## src/rtl/systolic_config_pkg.sv

```systemverilog
// Shared configuration for the systolic array front-end: default geometry,
// activation skewer FSM encoding and flush-length helpers.
// Ports: none (package). Imported by systolic_delay_line and systolic_act_skewer.
package systolic_config_pkg;

  // Array geometry shared by the feeders; skewer parameter defaults come from here.
  typedef struct packed {
    logic [15:0] data_width;
    logic [15:0] array_w;
  } systolic_cfg_t;

  localparam systolic_cfg_t SYSTOLIC_CFG_DEFAULT = '{data_width: 16'd8, array_w: 16'd4};

  typedef enum logic [1:0] {
    SKW_IDLE,
    SKW_STREAM,
    SKW_FLUSH
  } skewer_state_t;

  // Flush counter start value: the deepest lane still holds ARRAY_W-1 columns
  // beyond lane 0 after the last accept, so the drain takes ARRAY_W advances
  // (counter values ARRAY_W-1 down to 0).
  function automatic int skw_flush_load(input int array_w);
    return (array_w > 1) ? array_w - 1 : 0;
  endfunction

  // Width of the flush down-counter; at least one bit so ARRAY_W=1 still builds.
  function automatic int skw_flush_cnt_w(input int array_w);
    return (array_w > 1) ? $clog2(array_w) : 1;
  endfunction

endpackage

```

## src/rtl/systolic_delay_line.sv

```systemverilog
// Fixed-depth shift register with a common advance enable.
// Latency: DEPTH cycles of en; holds every stage while en=0.
// Ports: clk, rst_n (sync, active-low, clears all stages), en, din[WIDTH], dout[WIDTH].
module systolic_delay_line #(
  parameter int DEPTH = 1,
  parameter int WIDTH = 1
) (
  input  logic             clk,
  input  logic             rst_n,
  input  logic             en,
  input  logic [WIDTH-1:0] din,
  output logic [WIDTH-1:0] dout
);

  logic [WIDTH-1:0] stage_q [DEPTH];
  logic [WIDTH-1:0] stage_d [DEPTH];

  always_comb begin
    for (int s = 0; s < DEPTH; s++) begin
      stage_d[s] = stage_q[s];
    end
    if (en) begin
      stage_d[0] = din;
      for (int s = 1; s < DEPTH; s++) begin
        stage_d[s] = stage_q[s-1];
      end
    end
  end

  always_ff @(posedge clk) begin
    if (!rst_n) begin
      for (int s = 0; s < DEPTH; s++) begin
        stage_q[s] <= '0;
      end
    end else begin
      for (int s = 0; s < DEPTH; s++) begin
        stage_q[s] <= stage_d[s];
      end
    end
  end

  assign dout = stage_q[DEPTH-1];

endmodule

```

## src/rtl/systolic_act_skewer.sv

```systemverilog
// Activation skewer for the systolic array west edge: lane i of each accepted
// column reaches the array i+1 cycles later, then zeros drain the skew and done
// pulses as the last element leaves the highest lane.
// Latency: lane i output i+1 advance cycles after accept; stall freezes everything.
// Ports: clk, rst_n (sync active-low); s_valid/s_ready/s_data/s_last input column
// stream; stall hold request; a_data/a_valid skewed rows; busy, done, beat_cnt status.
// Optional: define SYSTOLIC_SKEWER_PERF_EN to add stall_cnt/bubble_cnt outputs.
module systolic_act_skewer
  import systolic_config_pkg::*;
#(
  parameter int DATA_WIDTH = int'(SYSTOLIC_CFG_DEFAULT.data_width),
  parameter int ARRAY_W    = int'(SYSTOLIC_CFG_DEFAULT.array_w),
  parameter int CNT_WIDTH  = 16
) (
  input  logic                          clk,
  input  logic                          rst_n,
  input  logic                          s_valid,
  output logic                          s_ready,
  input  logic [ARRAY_W*DATA_WIDTH-1:0] s_data,
  input  logic                          s_last,
  input  logic                          stall,
  output logic [ARRAY_W*DATA_WIDTH-1:0] a_data,
  output logic [ARRAY_W-1:0]            a_valid,
  output logic                          busy,
  output logic                          done,
  output logic [CNT_WIDTH-1:0]          beat_cnt
`ifdef SYSTOLIC_SKEWER_PERF_EN
  ,
  output logic [31:0]                   stall_cnt,
  output logic [31:0]                   bubble_cnt
`endif
);

  localparam int FC_W = skw_flush_cnt_w(ARRAY_W);
  localparam logic [FC_W-1:0] FLUSH_LOAD = FC_W'(skw_flush_load(ARRAY_W));

  skewer_state_t        state_q, state_d;
  logic [FC_W-1:0]      flush_cnt_q, flush_cnt_d;
  logic [CNT_WIDTH-1:0] beat_cnt_q, beat_cnt_d;

  logic advance;
  logic accept;

  // Whole skewer moves together; a stall freezes lanes, FSM and counters.
  assign advance = !stall;

  // Ready depends only on reset, stall and state. The reset term keeps ready low
  // while reset is held, since state reads IDLE during that time.
  assign s_ready = rst_n && !stall && ((state_q == SKW_IDLE) || (state_q == SKW_STREAM));
  assign accept  = s_valid && s_ready;

  // ---------------------------------------------------------------------------
  // Tile FSM and beat counter
  // ---------------------------------------------------------------------------
  always_comb begin
    state_d     = state_q;
    flush_cnt_d = flush_cnt_q;
    beat_cnt_d  = beat_cnt_q;
    if (advance) begin
      unique case (state_q)
        SKW_IDLE: begin
          if (accept) begin
            beat_cnt_d  = CNT_WIDTH'(1);
            flush_cnt_d = FLUSH_LOAD;
            state_d     = s_last ? SKW_FLUSH : SKW_STREAM;
          end
        end
        SKW_STREAM: begin
          if (accept) begin
            // Saturate rather than wrap so huge tiles still read as "at least max".
            if (beat_cnt_q != '1) begin
              beat_cnt_d = beat_cnt_q + CNT_WIDTH'(1);
            end
            if (s_last) begin
              flush_cnt_d = FLUSH_LOAD;
              state_d     = SKW_FLUSH;
            end
          end
        end
        SKW_FLUSH: begin
          if (flush_cnt_q == '0) begin
            state_d = SKW_IDLE;
          end else begin
            flush_cnt_d = flush_cnt_q - FC_W'(1);
          end
        end
        default: begin
          state_d = SKW_IDLE;
        end
      endcase
    end
  end

  always_ff @(posedge clk) begin
    if (!rst_n) begin
      state_q     <= SKW_IDLE;
      flush_cnt_q <= '0;
      beat_cnt_q  <= '0;
    end else begin
      state_q     <= state_d;
      flush_cnt_q <= flush_cnt_d;
      beat_cnt_q  <= beat_cnt_d;
    end
  end

  assign busy     = (state_q != SKW_IDLE);
  // The last column sits in the highest lane while the counter reads 0; done is
  // decoded from held state so it stays put across a stall like the data does.
  assign done     = (state_q == SKW_FLUSH) && (flush_cnt_q == '0);
  assign beat_cnt = beat_cnt_q;

  // ---------------------------------------------------------------------------
  // Skew lanes: {valid, data} per row, lane i is i+1 stages deep
  // ---------------------------------------------------------------------------
  logic [DATA_WIDTH:0] lane_din  [ARRAY_W];
  logic [DATA_WIDTH:0] lane_dout [ARRAY_W];

  for (genvar i = 0; i < ARRAY_W; i++) begin : g_lane
    // Non-accept advances (bubbles, flush) inject an explicit zero operand.
    assign lane_din[i] = accept ? {1'b1, s_data[i*DATA_WIDTH +: DATA_WIDTH]} : '0;

    systolic_delay_line #(
      .DEPTH (i + 1),
      .WIDTH (DATA_WIDTH + 1)
    ) u_dly (
      .clk   (clk),
      .rst_n (rst_n),
      .en    (advance),
      .din   (lane_din[i]),
      .dout  (lane_dout[i])
    );

    assign a_valid[i]                          = lane_dout[i][DATA_WIDTH];
    assign a_data[i*DATA_WIDTH +: DATA_WIDTH]  = lane_dout[i][DATA_WIDTH-1:0];
  end

`ifdef SYSTOLIC_SKEWER_PERF_EN
  // ---------------------------------------------------------------------------
  // Performance counters: cleared when a tile starts, saturating
  // ---------------------------------------------------------------------------
  logic [31:0] stall_cnt_q, stall_cnt_d;
  logic [31:0] bubble_cnt_q, bubble_cnt_d;

  always_comb begin
    stall_cnt_d  = stall_cnt_q;
    bubble_cnt_d = bubble_cnt_q;
    if ((state_q == SKW_IDLE) && accept) begin
      stall_cnt_d  = '0;
      bubble_cnt_d = '0;
    end else begin
      if (busy && stall && (stall_cnt_q != '1)) begin
        stall_cnt_d = stall_cnt_q + 32'd1;
      end
      if ((state_q == SKW_STREAM) && !stall && !s_valid && (bubble_cnt_q != '1)) begin
        bubble_cnt_d = bubble_cnt_q + 32'd1;
      end
    end
  end

  always_ff @(posedge clk) begin
    if (!rst_n) begin
      stall_cnt_q  <= '0;
      bubble_cnt_q <= '0;
    end else begin
      stall_cnt_q  <= stall_cnt_d;
      bubble_cnt_q <= bubble_cnt_d;
    end
  end

  assign stall_cnt  = stall_cnt_q;
  assign bubble_cnt = bubble_cnt_q;
`endif

endmodule

```

## config.mk

```make
export PLATFORM = sky130hd
export DESIGN_NAME = systolic_act_skewer
export DESIGN_NICKNAME = d
export VERILOG_FILES = /design/src/rtl/systolic_config_pkg.sv /design/src/rtl/systolic_delay_line.sv /design/src/rtl/systolic_act_skewer.sv
export SDC_FILE = /design/constraint.sdc
export NUM_CORES = 1
export LEC_CHECK = 0
export CAP_MARGIN = 40
export CORE_ASPECT_RATIO = 0.7
export CORE_MARGIN = 5
export CORE_UTILIZATION = 50
export CTS_BUF_LIST = sky130_fd_sc_hd__clkbuf_2
export DETAILED_ROUTE_END_ITERATION = 6
export GPL_TIMING_DRIVEN = 0
export PLACE_DENSITY = 0.76
export SETUP_SLACK_MARGIN = 0.2
export SLEW_MARGIN = 15
export SYNTH_ARGS = -nofsm -noshare
export SYNTH_HDL_FRONTEND = slang
export SYNTH_SLANG_ARGS = --single-unit
export TNS_END_PERCENT = 30
```

## constraint.sdc

```tcl
create_clock -name clk -period 3.6 [get_ports clk]
set_clock_uncertainty 0.2 [all_clocks]
set_input_delay 0.54 -clock clk [delete_from_list [all_inputs] [get_ports clk]]
set_output_delay 0.54 -clock clk [all_outputs]
set_load 0.01 [all_outputs]
```

# ---- After elaboration in Yosys (flattened, before gate mapping)
# Memories as Yosys holds them, arrays and structs flattened.
# Cells that the tools add are included.
dict set report word_totals {
  ff_bits 20
  mem_bits_rw 90
  input_bits 37
  output_inout_bits 55
  elab_cells 79
  mem_count 4
}
# name words word_bits rd rd_clocked_by_memory_dff write_ports line
set mem_list {}
lappend mem_list {{g_lane[3].u_dly.stage_q} 4 9 4 0 4 systolic_delay_line.sv:15} ;# logic [WIDTH-1:0] stage_q [DEPTH];
lappend mem_list {{g_lane[2].u_dly.stage_q} 3 9 3 0 3 systolic_delay_line.sv:15}
lappend mem_list {{g_lane[1].u_dly.stage_q} 2 9 2 0 2 systolic_delay_line.sv:15}
lappend mem_list {{g_lane[0].u_dly.stage_q} 1 9 1 0 1 systolic_delay_line.sv:15}
dict set report op_classes {
  add_sub_neg 2
  n_eq_ne 9
  mux 36
  bitwise 10
  reduce_logical 15
}
# op count
set op_table {}
lappend op_table {{$mux W9} 15}
lappend op_table {{$mux W16} 3}
lappend op_table {{$mux W36} 1}
lappend op_table {{$pmux W16 S2} 1}
lappend op_table {{$mux W27} 1}
lappend op_table {{$mux W18} 1}
lappend op_table {{$mux W2} 9}
lappend op_table {{$add A16 B1 Y16 const B} 1}
lappend op_table {{$ne A16 B16 Y1 const B} 1}
lappend op_table {{$pmux W2 S3} 2}
lappend op_table {{$ne A2 B2 Y1 const B} 5}
lappend op_table {{$reduce_and A5 Y1} 2}
lappend op_table {{$or A1 B1 Y1} 9}
lappend op_table {{$reduce_or A9 Y1} 1}
lappend op_table {{$reduce_and A6 Y1} 1}
lappend op_table {{$logic_and A1 B1 Y1} 4}
lappend op_table {{$logic_not A2 Y1} 2}
lappend op_table {{$reduce_bool A2 Y1} 2}
lappend op_table {{$mux W1} 3}
lappend op_table {{$reduce_bool A3 Y1} 1}
lappend op_table {{$eq A2 B1 Y1 const B} 1}
lappend op_table {{$eq A2 B2 Y1 const B} 1}
lappend op_table {{$ne A2 B1 Y1 const B} 1}
lappend op_table {{$sub A2 B1 Y2 const B} 1}
lappend op_table {{other kinds (3)} 3}

# ---- Depth between registers and ports, before layout
# Gate-level depths: netlist of run 1.
dict set report logic_depth {
  word_depth 7
  mapped_depth 7
  depth_no_buf 6
}

# ---- By module
# From an unflattened synthesis of run 1, not the netlist that was laid out.
dict set report unflattened {
  cells_unflattened 484
  hier_area_um2 5003.5
}
# mod n_inst cells_per_inst area_per_inst_um2 seq_area_each_um2
set by_module_without_submodules {}
lappend by_module_without_submodules {{systolic_delay_line at g_lane[3].u_dly} 1 124 1456.4 720.7}
lappend by_module_without_submodules {systolic_act_skewer 1 171 1347.5 400.4}
lappend by_module_without_submodules {{systolic_delay_line at g_lane[2].u_dly} 1 95 1106.1 540.5}
lappend by_module_without_submodules {{systolic_delay_line at g_lane[1].u_dly} 1 66 755.7 360.3}
lappend by_module_without_submodules {{systolic_delay_line at g_lane[0].u_dly} 1 28 337.8 180.2}

# ---- Worst setup path before layout of run 1
# Ideal clock, no wire load.
dict set report synth_path {
  path_type {reg2reg}
  from {reg beat_cnt_q[1] (netlist: beat_cnt[1])}
  to {reg beat_cnt_q[12] (netlist: beat_cnt[12])}
  setup_ns 0.070
  arrival_time_ns 1.831
  required_time_ns 3.330
  slack_ns 1.499
  path_stages_with_launch 6
  n_path_buf 0
  synth_period_minus_slack_ns 2.101
  path_cell_list {dfxtp_1 -> ha_1 -> nand3_1 -> or4_4 -> or4_1 -> a21oi_1}
}
dict set report synth_via {
  elab_chain_len 4
  elab_cells_between_ends 7
  classes_between {add/sub (1); eq/ne (2); mux (3); reduce/logical (1)}
}
# item line
set synth_lines {}
lappend synth_lines {{from (decl)} systolic_act_skewer.sv:39} ;# logic [CNT_WIDTH-1:0] beat_cnt_q, beat_cnt_d;
lappend synth_lines {{from (signal assigned)} systolic_act_skewer.sv:102} ;# beat_cnt_q <= beat_cnt_d;
lappend synth_lines {{$add A16 B1 Y16} systolic_act_skewer.sv:72} ;# beat_cnt_d = beat_cnt_q + CNT_WIDTH'(1);
lappend synth_lines {{$mux W16} systolic_act_skewer.sv:71} ;# if (beat_cnt_q != '1) begin
lappend synth_lines {{$mux W16} systolic_act_skewer.sv:69} ;# if (accept) begin
lappend synth_lines {{$pmux W16 S2} systolic_act_skewer.sv:60} ;# unique case (state_q)
# Parallel ways exist; a longest one is shown, timed or not. The select of a mux whose other input is x is not followed.
# A chain may end at the register's enable or synchronous reset.

# ---- Worst setup path after layout of run 1
dict set report layout_path {
  from {in stall}
  to {out s_ready}
}
dict set report layout_via {
  elab_chain_len 3
}
# item line
set layout_lines {}
lappend layout_lines {{from (decl)} systolic_act_skewer.sv:21} ;# input logic stall,
lappend layout_lines {{$logic_not A1 Y1} systolic_act_skewer.sv:49} ;# assign s_ready = rst_n && !stall && ((state_q == SKW_IDLE) || (state_q == SKW_STREAM));
lappend layout_lines {{$logic_and A1 B1 Y1 (2 in a row)} systolic_act_skewer.sv:49}
lappend layout_lines {{to (decl)} systolic_act_skewer.sv:18} ;# output logic s_ready,
# No other way between the ends.

==> results.ini, run 1 <==
[min_path]
whs_path_depth=2
hold_path_class=flop to flop

[clocking]
clock_sinks=104
cts_tree=built
cts_root_buffer=clkbuf_2
cts_setup_buffers=0
cts.repair.resized=0
clkLatencyLatePin_ns=0.59
htreeDepth=3
cts_max_path_buffers=2
clk_pin_slew_ns=0.27
cts_made_buffers=9
holdBufCountCts=0

[global_route]
antenna_found_initial=0
grt_remaining_overflow=0
grt_pass1_wl_mm=17.33
grt_max_degree=17
grt_pass1_vias=3611
grt_usage=0.2064

[pwr]
switching_share=0.2638
p_int_mw=1.344
p_leak_nw=2.145
power.switching_mw=0.4816
p_per_area_nw_per_um2=337.0
combPwrFrac=0.100
clockPowerShare=0.253
ir_worst_vdd_mv=0.2209
pwr-share-seq=0.646

[die]
dieWidth_um=120.8
ios=92
die_y_um=87.53
core_area_um2=8408
fp-row-count=28
start_util=0.5106
die_area_um2=10570

[yosys]
async_flop_share=0
yosys_warnings=0
synth_cells=456
syn-cell-area_um2=4293
yosysUniqueCellTypes=50
synth_edf_count=0
seq_area_frac_synth=0.4850
avgSynthCellArea_um2=9.414
ys_seq_elements=104
synth_flop_cell=dfxtp_1
synth_fp_nets=495

[final_layout]
area_growth_pct=26.20
insertedDiodeCount=0
num-nets-final=597
fillCellCount=724
drive_gt1_frac=0.09431
utilization=0.6443

[setup_path]
worst-path-max-fanout=10
cp-start-kind=input pin
cp.required_ns=2.86
path_buf_inv=4
reg2reg_depth=5
crit_type=input pin to output port
worst-path-stages=5
cp.arrival_ns=2.40
crit_chain=clkdlybuf4s50_1 -> clkbuf_1 -> clkbuf_2 -> nor3_1 -> clkdlybuf4s50_1
path_delay_family=buffers and inverters
critPathSlowestCell=clkdlybuf4s50_1
slowest_delay_ns=0.53
path_common_cell=clkdlybuf4s50_1
cp-end-kind=output port

[sta]
slew_headroom=0.4377
final_max_slew_viol_count=0
fin_crit_sh=0.8732
max_freq_mhz=318.1
finalSetupViolations=0
fin_setup_tns_ns=0
min_period_ns=3.143
worst_pin_slew_ns=0.8358
rsz0062_at_grt=no
hold_viol_final=0

[placed_design]
gp_congestion=0.9557
dp_hpwl_mm=7.657
port_buffers=91

[drt]
vias=3647
drc=0
via_per_inst=5.468
antenna_left=0
first_iter_violations=212
dr.pass1.iters=4
routed_wl_mm=10.50
routedWlPerCell_um=15.74

[status]
status=completed

[job]
maxCapViolations=0

## metal layers
layer	wire length [µm]	vias to the layer above	global-route usage	part of all wire
met3	1164	15	0.09610	0.11
li1	-	1777	-	-
met5	0	-	0	0
met2	4481	149	0.3132	0.43
met4	108	0	0.04424	0.010
met1	4743	1706	0.2723	0.45
## area by class of cell
type | instances | area, µm² | share of cell area
clock buffer | 9 | 45.04 | 0.008314
sequential | 104 | 2082 | 0.3843
clock inverter | 6 | 36.28 | 0.006697
tap | 105 | 131.4 | 0.02425
timing repair buffer | 91 | 910.9 | 0.1681
buffer | 62 | 342.8 | 0.06328
multi-input combinational | 281 | 1836 | 0.3388
inverter | 9 | 33.78 | 0.006236
## power groups by stage
stage / logic, mW / registers, mW / clock network, mW
after detailed placement: 0.182 / 1.20 / 0
after global placement: 0.179 / 1.20 / 0
final: 0.183 / 1.18 / 0.462
after global routing: 0.200 / 1.18 / 0.527
after CTS: 0.183 / 1.18 / 0.480
after floorplan: 0.0958 / 1.20 / 0
## logic make-up after synthesis
kind of cell | count (synthesis) | share of synthesized area
and+or+nand+nor | 148 | 0.1606
DFF | 104 | 0.4850
AOI/OAI and AO/OA | 75 | 0.1306
adders and majority gates | 2 | 0.005828
muxes | 56 | 0.1306
buffers and inverters | 71 | 0.08744
## layout by cell type (no fill, tap or decap), drive strengths merged, types with 10 or more instances in the layout
cell / netlist / final
dfxtp: 104 / 104
clkdlybuf4s50: 0 / 91
nor2: 85 / 85
mux2i: 56 / 56
buf: 36 / 36
clkbuf: 26 / 35
a22oi: 33 / 33
nand2: 16 / 16
nand3: 11 / 11
inv: 9 / 10
## worst paths after layout
kind                                                     from                        endpoint  slack [ns]
worst max-delay path                                    stall                         s_ready        0.46
worst min-delay path            g_lane[1].u_dly.stage_q[0][7]  g_lane[1].u_dly.stage_q[0][16]        0.31
worst max register to register                    beat_cnt[0]                    beat_cnt[11]        1.20
worst min register to register  g_lane[1].u_dly.stage_q[0][7]  g_lane[1].u_dly.stage_q[0][16]        0.31
## stage by stage
stage | setup WS, ns | cells | instance area (µm²) | hold WS, ns | total power, mW
finish | 0.4566 | 667 | 5418 | 0.3083 | 1.826
global route | 0.3206 | 667 | 5418 | 0.2733 | 1.911
CTS | 0.3137 | 667 | 5416 | 0.2846 | 1.844
detailed placement | 0.3144 | 652 | 5335 | 0.2816 | 1.383
global placement | 0.3251 | 652 | 5335 | 0.2697 | 1.380
floorplan | 1.499 | 456 | 4293 | 0.2581 | 1.296
## state kept, by name (all words and copies together) (netlist names)
name	cells
g_lane.u_dly.stage_q	84
beat_cnt	16
state_q	2
flush_cnt_q	2
## cells in the mapped netlist, types with 2 or more instances
library cell,instances,area (µm²)
o21ai_0,5,25.02
o221a_2,3,33.78
inv_1,8,30.03
ha_1,2,25.02
nand2_1,16,60.06
o21a_1,4,30.03
nor3_1,2,10.01
mux2i_1,56,560.5
nand4_1,2,12.51
a21oi_1,6,30.03
o311a_1,2,20.02
clkbuf_1,26,97.59
nand3_1,11,55.05
o221ai_1,2,17.52
buf_2,3,15.01
nor2_1,85,319.1
dfxtp_1,104,2082
nand2b_1,6,37.54
o211ai_1,4,30.03
nor4_1,8,50.05
nor2b_1,3,18.77
and3_1,5,31.28
o21ai_1,2,10.01
buf_4,28,210.2
buf_1,5,18.77
o2111ai_1,2,17.52
a22oi_1,33,247.7
## worst min-delay path, stage by stage (launching register included)
cell and delay (ns):
dfxtp_1 0.37, mux2i_1 0.12, nor2_1 0.05
Power figures use the tool's default switching activity.
==> inputs of run 2 (changes only) <==
--- a/config.mk
+++ b/config.mk
@@ -14,7 +14,6 @@
 export GPL_TIMING_DRIVEN = 0
 export PLACE_DENSITY = 0.76
 export SETUP_SLACK_MARGIN = 0.2
-export SLEW_MARGIN = 15
 export SYNTH_ARGS = -nofsm -noshare
 export SYNTH_HDL_FRONTEND = slang
 export SYNTH_SLANG_ARGS = --single-unit
==> results of run 2 <==
The final DEF is identical to that of run 1; final timing and power are the same.
==> inputs of run 3 (changes only) <==
--- a/config.mk
+++ b/config.mk
@@ -9,7 +9,7 @@
 export CORE_ASPECT_RATIO = 0.7
 export CORE_MARGIN = 5
 export CORE_UTILIZATION = 50
-export CTS_BUF_LIST = sky130_fd_sc_hd__clkbuf_2
+export CTS_BUF_LIST = sky130_fd_sc_hd__clkbuf_8
 export DETAILED_ROUTE_END_ITERATION = 6
 export GPL_TIMING_DRIVEN = 0
 export PLACE_DENSITY = 0.76
==> run 3 against run 2 <==
Maximum frequency fell by 0.31%. Flip-flop and latch count did not move. Non-clock buffer count did not move. Routed wire length fell by 0.12%. Combinational power barely moved. Final cell count did not move. Utilization rose by 1.3 points. Worst hold slack got worse by 0.014 ns. Clock power rose by 51%. Global-route usage barely moved. Die area did not move.
==> results.ini, run 3 (synthesis results as in run 1) <==
[min_path]
whs_path_depth=2  ; unchanged
hold_path_class=flop to flop
hold_start=g_lane[3].u_dly.stage_q[0][8]
hold_end=g_lane[3].u_dly.stage_q[0][8]

[clocking]
cts_root_buffer=clkbuf_8
htreeDepth=3  ; unchanged
cts_made_buffers=9  ; unchanged
cts_setup_buffers=0  ; unchanged
clk_pin_slew_ns=0.09  ; -0.18 ns
cts_tree=built
clock_sinks=104  ; unchanged
cts_max_path_buffers=2  ; unchanged
clkLatencyLatePin_ns=0.37  ; -0.22 ns

[sta]
fin_crit_sh=0.8759  ; +0.002730
worst_pin_slew_ns=0.9049  ; +0.06904 ns
finalSetupViolations=0  ; unchanged
rsz0062_at_grt=no
fin_setup_tns_ns=0  ; unchanged
final_max_slew_viol_count=0  ; unchanged
max_freq_mhz=317.1  ; -0.31%
min_period_ns=3.153  ; +0.009829 ns
hold_viol_final=0  ; unchanged
slew_headroom=0.3912  ; -0.04645

[status]
status=completed

[die]
die_y_um=87.53  ; unchanged
start_util=0.5106  ; unchanged
dieWidth_um=120.8  ; unchanged
die_area_um2=10570  ; unchanged
ios=92  ; unchanged
core_area_um2=8408  ; unchanged
fp-row-count=28  ; unchanged

[final_layout]
area_growth_pct=28.74
largest_register_ff_count=84  ; unchanged
regMostFlops=g_lane.u_dly.stage_q
num-nets-final=597  ; unchanged
insertedDiodeCount=0  ; unchanged
drive_gt1_frac=0.09964  ; +0.005338
mostFrequentLayoutCells=dfxtp_1 (104), clkdlybuf4s50_1 (91), nor2_1 (85)
layout_commonest_cell=dfxtp_1

[pwr]
ir_worst_vdd_mv=0.3306  ; +50%
p_per_area_nw_per_um2=371.7  ; +10%
total_power_mw=2.054  ; +12%
p_leak_nw=2.189  ; +2.1%

[drt]
via_per_inst=5.451  ; -0.30%
dr.pass1.iters=5  ; +1
drc=0  ; unchanged
vias=3636  ; -0.30%
first_iter_violations=207  ; -2.4%
routedWlPerCell_um=15.72  ; -0.12%
routed_wl_mm=10.49  ; -0.12%
antenna_left=0  ; unchanged

[setup_path]
cp.arrival_ns=2.41  ; about the same
worst-path-max-fanout=10  ; unchanged
worstReg2RegEnd=beat_cnt[14]
rr_startpoint=beat_cnt[1]
crit_type=input pin to output port
cp.required_ns=2.86  ; about the same
cp-start-kind=input pin
cp-end-kind=output port
reg2reg_slack_ns=1.21  ; about the same
reg2reg_depth=5  ; unchanged

[placed_design]
gp_congestion=0.9557  ; unchanged
dp_hpwl_mm=7.657  ; unchanged
port_buffers=91  ; unchanged

[global_route]
grt_remaining_overflow=0  ; unchanged
antenna_found_initial=0  ; unchanged
grt_pass1_wl_mm=17.36  ; +0.16%
grt_usage=0.2067  ; +0.0002784
grt_max_degree=17  ; unchanged
grt_pass1_vias=3610  ; -0.028%

[job]
maxCapViolations=0  ; unchanged

-- run 3: cell types whose count changed in the layout (fill, tap and decap cells not counted), sizes merged --
cell	delta
clkbuf	+3
clkinv	-3
-- run 3: metrics by stage --
stage	instances	utilization	area (µm²)	hold WS, ns	setup slack, ns
6_report	667	0.6573	5527	0.2945	0.4468
2_1_floorplan	456	-	4293	0.2581	1.499
3_5_place_dp	652	0.6345	5335	0.2816	0.3144
4_1_cts	667	0.6571	5525	0.2996	0.3138
5_1_grt	667	0.6573	5527	0.3309	0.3223
3_3_place_gp	652	0.6345	5335	0.2697	0.3251
-- run 3: area by class of cell --
cell class | count | area [µm²]
plain buffers | 62 | 342.8
clock buffers | 12 | 165.2
clock inverters | 3 | 25.02
fillers | 707 | 2882
inverters | 9 | 33.78
multi-input cells | 281 | 1836
flip-flops and latches | 104 | 2082
well taps | 105 | 131.4
repair buffers | 91 | 910.9
-- run 3: report_power, final --
part / internal, mW / leakage, nW / switching, mW
Combinational: 0.0887 / 1.25 / 0.0947
Sequential: 1.17 / 0.840 / 0.00883
Clock: 0.308 / 0.0951 / 0.388
-- run 3: per-layer routing --
layer	vias up	routed length (µm)	GRT usage
li1	1770	-	-
met1	1720	4863	0.2707
met2	134	4453	0.3163
met3	12	1051	0.09610
met4	0	116	0.04424
met5	-	0	0
-- run 3: worst max-delay path, cell delays in order --
cell             delay, ns
clkdlybuf4s50_1       0.68
inv_2                 0.15
clkbuf_1              0.27
nor3_1                0.21
clkdlybuf4s50_1       0.57
-- run 3: timing repair --
item | CTS | global route
setup endpoints to repair | 0 | 1
hold buffers | 0 | 0
gates resized for setup | 0 | 2
-- run 3: how the worst max path moves through the flow --
stage	start	to	slack [ns]	depth (start not counted)
4_1_cts	stall	s_ready	0.31	5
6_report	rst_n	s_ready	0.45	5
5_1_grt	rst_n	s_ready	0.32	5
3_3_place_gp	stall	s_ready	0.33	5
3_5_place_dp	stall	s_ready	0.31	5
2_1_floorplan	beat_cnt[1]	beat_cnt[12]	1.50	5
